File: config.mk
export PLATFORM = sky130hd
export DESIGN_NAME = alu_serial_seq
export DESIGN_NICKNAME = d
export VERILOG_FILES = /design/src/rtl/alu_pkg.sv /design/src/rtl/alu_slice.sv /design/src/rtl/alu_serial_seq.sv
export SDC_FILE = /design/constraint.sdc
export NUM_CORES = 1
export LEC_CHECK = 0
export CORE_MARGIN = 2
export CORE_UTILIZATION = 45
export DETAILED_ROUTE_END_ITERATION = 8
export PLACE_DENSITY = 0.72
export SLEW_MARGIN = 20
export SYNTH_ARGS = -nofsm -noshare
export SYNTH_HDL_FRONTEND = slang
export SYNTH_SLANG_ARGS = --single-unit
File: constraint.sdc
create_clock -name clk -period 3.5 [get_ports clk]
set_input_delay 0.525 -clock clk [delete_from_list [all_inputs] [get_ports clk]]
set_output_delay 0.525 -clock clk [all_outputs]
set_load 0.02 [all_outputs]
File: src/rtl/alu_pkg.sv
// Shared definitions for the bit-serial ALU sequencer: ctrl codes, slice op field, FSM states.
package alu_pkg;

  localparam logic [3:0] CTRL_AND = 4'b0000;
  localparam logic [3:0] CTRL_OR  = 4'b0001;
  localparam logic [3:0] CTRL_ADD = 4'b0010;
  localparam logic [3:0] CTRL_SUB = 4'b0110;
  localparam logic [3:0] CTRL_SLT = 4'b0111;
  localparam logic [3:0] CTRL_NOR = 4'b1100;

  localparam logic [1:0] OP_AND  = 2'b00;
  localparam logic [1:0] OP_OR   = 2'b01;
  localparam logic [1:0] OP_ADD  = 2'b10;
  localparam logic [1:0] OP_LESS = 2'b11;

  typedef enum logic [1:0] {
    IDLE = 2'd0,
    RUN  = 2'd1,
    DONE = 2'd2
  } state_t;

  function automatic logic ctrl_supported(input logic [3:0] c);
    return (c == CTRL_AND) || (c == CTRL_OR) || (c == CTRL_ADD) ||
           (c == CTRL_SUB) || (c == CTRL_SLT) || (c == CTRL_NOR);
  endfunction

  function automatic logic ctrl_is_arith(input logic [3:0] c);
    return (c == CTRL_ADD) || (c == CTRL_SUB);
  endfunction

endpackage

File: src/rtl/alu_slice.sv
// Combinational 1-bit ALU slice: operand inversion, full adder, and AND/OR/sum/less result mux.
import alu_pkg::*;

module alu_slice (
  input  logic       a_i,
  input  logic       b_i,
  input  logic       cin_i,
  input  logic       a_invert_i,
  input  logic       b_invert_i,
  input  logic [1:0] op_i,
  input  logic       less_i,
  output logic       result_o,
  output logic       cout_o,
  output logic       set_o,
  output logic       overflow_o
);

  logic a_eff;
  logic b_eff;
  logic sum;

  assign a_eff      = a_i ^ a_invert_i;
  assign b_eff      = b_i ^ b_invert_i;
  assign sum        = a_eff ^ b_eff ^ cin_i;
  assign cout_o     = (a_eff & b_eff) | (a_eff & cin_i) | (b_eff & cin_i);
  assign set_o      = sum;
  // Only meaningful at the MSB: signed overflow is carry-in differing from carry-out.
  assign overflow_o = cin_i ^ cout_o;

  always_comb begin
    result_o = 1'b0;
    case (op_i)
      OP_AND:  result_o = a_eff & b_eff;
      OP_OR:   result_o = a_eff | b_eff;
      OP_ADD:  result_o = sum;
      OP_LESS: result_o = less_i;
      default: result_o = 1'b0;
    endcase
  end

endmodule

File: src/rtl/alu_serial_seq.sv
// Bit-serial ALU sequencer: one alu_slice iterated WIDTH cycles with a registered ripple carry.
// Optional abort input enabled by defining ALU_SERIAL_ABORT_EN.
import alu_pkg::*;

module alu_serial_seq #(
  parameter int WIDTH = 32
) (
  input  logic             clk,
  input  logic             rst_n,
  input  logic             start_valid,
  output logic             start_ready,
  input  logic [3:0]       ctrl,
  input  logic [WIDTH-1:0] src1,
  input  logic [WIDTH-1:0] src2,
  output logic             done_valid,
  input  logic             done_ready,
  output logic [WIDTH-1:0] result,
  output logic             zero,
  output logic             cout,
  output logic             overflow,
`ifdef ALU_SERIAL_ABORT_EN
  input  logic             abort,
`endif
  output state_t           dbg_state
);

  localparam int CNT_W = (WIDTH > 1) ? $clog2(WIDTH) : 1;
  localparam logic [CNT_W-1:0] CNT_LAST = CNT_W'(WIDTH - 1);

  // Handshakes: a transfer happens on a rising edge where valid and ready are both 1;
  // ready/valid are decoded from the state register only, never from the partner's signal.

  state_t           state_q, state_d;
  logic [WIDTH-1:0] src1_q, src1_d;
  logic [WIDTH-1:0] src2_q, src2_d;
  logic [3:0]       ctrl_q, ctrl_d;
  logic             a_inv_q, a_inv_d;
  logic             b_inv_q, b_inv_d;
  logic [1:0]       op_q, op_d;
  logic             carry_q, carry_d;
  logic [CNT_W-1:0] cnt_q, cnt_d;
  logic [WIDTH-1:0] result_q, result_d;
  logic             zero_q, zero_d;
  logic             cout_q, cout_d;
  logic             ovf_q, ovf_d;

  logic             slice_res;
  logic             slice_cout;
  logic             slice_set;
  logic             slice_ovf;
  logic [1:0]       slice_op;
  logic [WIDTH-1:0] shifted;
  logic [WIDTH-1:0] final_res;

  // SLT runs as a subtraction; the less-than bit is formed from the MSB afterwards.
  assign slice_op = (ctrl_q == CTRL_SLT) ? OP_ADD : op_q;
  assign shifted  = {slice_res, result_q[WIDTH-1:1]};

  alu_slice u_slice (
    .a_i        (src1_q[cnt_q]),
    .b_i        (src2_q[cnt_q]),
    .cin_i      (carry_q),
    .a_invert_i (a_inv_q),
    .b_invert_i (b_inv_q),
    .op_i       (slice_op),
    .less_i     (1'b0),
    .result_o   (slice_res),
    .cout_o     (slice_cout),
    .set_o      (slice_set),
    .overflow_o (slice_ovf)
  );

  always_comb begin
    state_d   = state_q;
    src1_d    = src1_q;
    src2_d    = src2_q;
    ctrl_d    = ctrl_q;
    a_inv_d   = a_inv_q;
    b_inv_d   = b_inv_q;
    op_d      = op_q;
    carry_d   = carry_q;
    cnt_d     = cnt_q;
    result_d  = result_q;
    zero_d    = zero_q;
    cout_d    = cout_q;
    ovf_d     = ovf_q;
    final_res = shifted;

    case (state_q)
      IDLE: begin
        if (start_valid) begin
          src1_d  = src1;
          src2_d  = src2;
          ctrl_d  = ctrl;
          a_inv_d = ctrl[3];
          b_inv_d = ctrl[2];
          op_d    = ctrl[1:0];
          carry_d = ctrl[2];
          cnt_d   = '0;
          state_d = RUN;
        end
      end

      RUN: begin
        result_d = shifted;
        carry_d  = slice_cout;
        cnt_d    = cnt_q + 1'b1;
        if (cnt_q == CNT_LAST) begin
          cnt_d = '0;
          if (!ctrl_supported(ctrl_q)) begin
            final_res = '0;
            cout_d    = 1'b0;
            ovf_d     = 1'b0;
          end else if (ctrl_q == CTRL_SLT) begin
            final_res = {{(WIDTH-1){1'b0}}, slice_set ^ slice_ovf};
            cout_d    = slice_cout;
            ovf_d     = 1'b0;
          end else begin
            final_res = shifted;
            cout_d    = slice_cout;
            ovf_d     = ctrl_is_arith(ctrl_q) ? slice_ovf : 1'b0;
          end
          result_d = final_res;
          zero_d   = (final_res == '0);
          state_d  = DONE;
        end
`ifdef ALU_SERIAL_ABORT_EN
        if (abort) begin
          result_d = '0;
          zero_d   = 1'b0;
          cout_d   = 1'b0;
          ovf_d    = 1'b0;
          cnt_d    = '0;
          state_d  = IDLE;
        end
`endif
      end

      DONE: begin
        if (done_ready) state_d = IDLE;
      end

      default: state_d = IDLE;
    endcase
  end

  always_ff @(posedge clk or negedge rst_n) begin
    if (!rst_n) begin
      state_q  <= IDLE;
      src1_q   <= '0;
      src2_q   <= '0;
      ctrl_q   <= '0;
      a_inv_q  <= 1'b0;
      b_inv_q  <= 1'b0;
      op_q     <= '0;
      carry_q  <= 1'b0;
      cnt_q    <= '0;
      result_q <= '0;
      zero_q   <= 1'b0;
      cout_q   <= 1'b0;
      ovf_q    <= 1'b0;
    end else begin
      state_q  <= state_d;
      src1_q   <= src1_d;
      src2_q   <= src2_d;
      ctrl_q   <= ctrl_d;
      a_inv_q  <= a_inv_d;
      b_inv_q  <= b_inv_d;
      op_q     <= op_d;
      carry_q  <= carry_d;
      cnt_q    <= cnt_d;
      result_q <= result_d;
      zero_q   <= zero_d;
      cout_q   <= cout_d;
      ovf_q    <= ovf_d;
    end
  end

  assign start_ready = (state_q == IDLE);
  assign done_valid  = (state_q == DONE);
  assign result      = result_q;
  assign zero        = zero_q;
  assign cout        = cout_q;
  assign overflow    = ovf_q;
  assign dbg_state   = state_q;

endmodule

==> impl_results.rst <==
.. list-table::
   :header-rows: 1

   * - Metric
     - Value
   * - Setup WS pre-CTS
     - 0.347 ns
   * - Worst-skew pair later-pin latency
     - 0.38 ns
   * - Number of synthesized flops with an enable pin
     - 0
   * - Cell at the root of the clock tree
     - clkbuf_8
   * - Worst path required time
     - 3.81 ns
   * - Primary flip-flop cell chosen by synthesis mapping
     - dfrtp_1
   * - Number of antenna cells inserted
     - 0
   * - Half-perimeter wire length after detailed placement
     - 7560 um
   * - Pwr dens
     - 944 mW/mm^2
   * - Final max-slew violation count
     - 0
   * - Fmax
     - 0.316 GHz
   * - Register-to-Register Path Depth
     - 12
   * - I/O pin count
     - 111
   * - Clock transition time at the flip-flop clock pins of the worst setup and hold paths
     - 0.12 ns
   * - R2r endpoint
     - zero$_DFFE_PN0P_
   * - Post-synthesis mux area share
     - 24.2%
   * - Cell count after synthesis
     - 361
   * - Number of violations reported at the end of detailed-routing iteration 0
     - 177
   * - Async set-or-reset flop fraction in the synthesized netlist
     - 100%
   * - Fillers
     - 876
   * - Final count of hold timing violations
     - 0
   * - Worst setup EP type
     - flop
   * - Syn avg cell area
     - 13.9 um^2
   * - Leakage power total
     - 2.76 nW
   * - Buffers added on ports
     - 110
   * - Largest family of logic cells by synthesized area
     - multiplexers
   * - Normalized max-slew margin
     - 49.9%
   * - Wire length per cell after detailed routing
     - 16.9 um
   * - Finished Layout Cells
     - 613
   * - DIE AREA
     - 0.0120 mm^2
   * - Setup Total Neg Slack
     - 0 ns
   * - Number of setup violations in the final report
     - 0
   * - Synthesized Nets
     - 436
   * - Register-to-register setup slack
     - 0.33 ns
   * - Path category of the worst min-delay check
     - in -> async
   * - Synth warnings
     - 0
   * - Tcrit/Tclk final
     - 90.5%
   * - Number of flip-flops and latches in the synthesized netlist
     - 111
   * - Die H
     - 109 um
   * - Vias per std cell
     - 5.48
   * - Post-CTS Resized
     - 0
   * - CTS tree
     - built
   * - Antenna violations before repair
     - 0
   * - Placed Cells
     - 597
   * - XOR/XNOR Fraction of Synth Area
     - 0.850%
   * - Critical-path maximum fanout
     - 6
   * - Sequential share of the synthesized area
     - 55.5%
   * - Beginning of the worst register-to-register path
     - cnt_q[1]$_DFFE_PN0P_
   * - Weighted congestion at the end of routability-driven global placement
     - 0.834
   * - Fraction of layout instances using a drive strength above 1
     - 20.9%
   * - Total vias in the final route
     - 3358
   * - Number of distinct library cells after synthesis
     - 45
   * - Global-route wire length before repair
     - 17100 um
   * - Starting utilization of the core area
     - 46.2%
   * - Number of antenna-violating nets in the routed design
     - 0
   * - Maximum buffer depth of the clock tree
     - 2
   * - Post-CTS Setup Inserts
     - 0
   * - Complex-gate fraction of the synthesized area
     - 10.2%
   * - Outcome
     - finished, final reports clean
   * - Setup repair after global routing missed its margin
     - no
   * - Max-Cap Viols
     - 0
   * - Worst vdd rail ir drop
     - 0.449 mV
   * - Final worst clock skew
     - 0.0182 ns
   * - Time the worst path needs with I/O delays and setup
     - 3.17 ns
   * - Arithmetic-cell share of the synthesized area counting full adders, half adders and majority gates
     - 1.18%
   * - DIE WIDTH
     - 109 um
   * - Length of the first detailed-routing pass in iterations
     - 4
   * - Clock sink total
     - 111
   * - Clock buffer count from CTS
     - 9
   * - Summed instance area of the synthesized netlist
     - 0.00500 mm^2
   * - Core Footprint
     - 0.0108 mm^2
   * - Number of global-route vias before repair
     - 3479
   * - Total number of H-tree levels
     - 3
   * - CP Data Arrival Time
     - 3.48 ns
   * - Worst setup margin
     - 0.331 ns
   * - Global-route usage over all layers
     - 18.4%
   * - Pin count of the biggest net entering global routing
     - 86
   * - Hold-fix buffers, CTS
     - 0
   * - Total wire length
     - 10300 um
   * - Post-route DRC
     - 0
   * - Area growth, synth to finish
     - 29.0%
   * - Slew at the pin closest to its max-slew limit
     - 0.752 ns
   * - Number of nets in the finished design
     - 543
   * - Leftover overflow at the end of global routing
     - 0
   * - Post-synthesis share of cell area spent on and, or, nand and nor gates
     - 4.95%
   * - Critical path class
     - reg -> reg
   * - Startpoint type of the worst setup path
     - flop
   * - Placement row count
     - 38
## cells in the mapped netlist, types with 2 or more instances
library cell,count,area share (%)
buf_6,2,0.45
nor2_1,5,0.38
xor2_1,2,0.35
a21oi_1,2,0.20
inv_1,10,0.75
o21ai_0,13,1.3
a22oi_1,5,0.75
nor3_1,2,0.20
o31ai_1,3,0.45
mux4_1,10,5.3
ha_1,3,0.75
mux2_2,66,15
nand2_1,17,1.3
nor4_1,7,0.88
nand3_1,5,0.50
mux4_2,2,0.90
mux2i_1,16,3.2
dfrtp_1,111,56
nand2b_1,4,0.50
clkbuf_1,15,1.1
buf_2,2,0.20
a32o_1,2,0.40
o2111ai_1,4,0.70
a22o_1,30,5.3
buf_1,2,0.15
nor2b_1,2,0.25
## where the power goes
part,switching [W],total [W],internal [W]
sequential,0.000518,0.00241,0.00189
combinational,0.00128,0.00291,0.00163
clock,0.000481,0.000766,0.000285
total,0.00228,0.00609,0.00381
## final cells by class
cell class / instances / area [um^2] / area share (%)
clock inverter: 7 / 86.3 / 1.34
inverter: 11 / 41.3 / 0.640
timing repair buffer: 118 / 1170 / 18.2
clock buffer: 9 / 124 / 1.92
tap: 140 / 175 / 2.71
sequential: 111 / 2780 / 43.0
multi-input combinational: 217 / 2070 / 32.1
## worst max path at each step
stage / from / to / cells after the start
after floorplan: cnt_q[1]$_DFFE_PN0P_ / zero$_DFFE_PN0P_ / 13
after global placement: cnt_q[1]$_DFFE_PN0P_ / zero$_DFFE_PN0P_ / 12
after detailed placement: cnt_q[1]$_DFFE_PN0P_ / zero$_DFFE_PN0P_ / 12
after CTS: cnt_q[1]$_DFFE_PN0P_ / zero$_DFFE_PN0P_ / 12
after global routing: cnt_q[2]$_DFFE_PN0P_ / zero$_DFFE_PN0P_ / 12
final: cnt_q[1]$_DFFE_PN0P_ / zero$_DFFE_PN0P_ / 12
## stage by stage
step	power [W]	area, um^2	hold slack, ns	utilization, %
6_report	0.00609	6450	0.159	59.5
5_1_grt	0.00655	6450	0.200	59.5
4_1_cts	0.00615	6450	0.346	59.5
3_5_place_dp	0.00538	6240	0.491	57.5
3_3_place_gp	0.00525	6240	0.485	57.5
2_1_floorplan	0.00445	5000	0.229	-
## state kept, by name, indices dropped and copies added (netlist names)
register,cells
src1_q,32
dbg_state,2
result,32
cnt_q,5
zero,1
carry_q,1
src2_q,32
cout,1
overflow,1
ctrl_q,4
## per-layer routing
| layer | up-vias | track usage (%) | part of all wire [%] |
|---|---|---|---|
| met5 | - | 0 | 0 |
| met4 | 0 | 5.06 | 1.1 |
| met3 | 11 | 3.91 | 5.3 |
| met2 | 103 | 29.8 | 48 |
| met1 | 1680 | 25.2 | 45 |
| li1 | 1564 | - | - |
## critical path, stage by stage, from the launching register on
cell       delay, ns
dfrtp_1         0.45
buf_4           0.20
mux4_1          0.58
o2111ai_1       0.21
nand4_1         0.17
xor2_1          0.36
inv_1           0.11
ha_1            0.37
xor2_1          0.17
nand2_1         0.07
nand2_1         0.07
o21a_1          0.21
a2bb2oi_2       0.13
## kinds of logic after synthesis
logic type / after synthesis
xor+xnor: 4
compound gates: 65
flops: 111
buf+inv: 33
mux: 94
simple gates: 49
fa+ha+maj: 5
## layout by cell type, fill, tap and decap left out, types with 4 or more instances in the layout
master	count
dfrtp_1	111
clkdlybuf4s50_1	109
mux2_2	66
a22o_1	30
nand2_1	17
mux2i_1	16
o21ai_0	13
inv_1	10
mux4_1	10
clkbuf_8	9
nor4_1	7
buf_4	7
nor2_1	5
a22oi_1	5
nand3_1	5
o2111ai_1	4
nand2b_1	4
(Power assumes the default switching activity.)
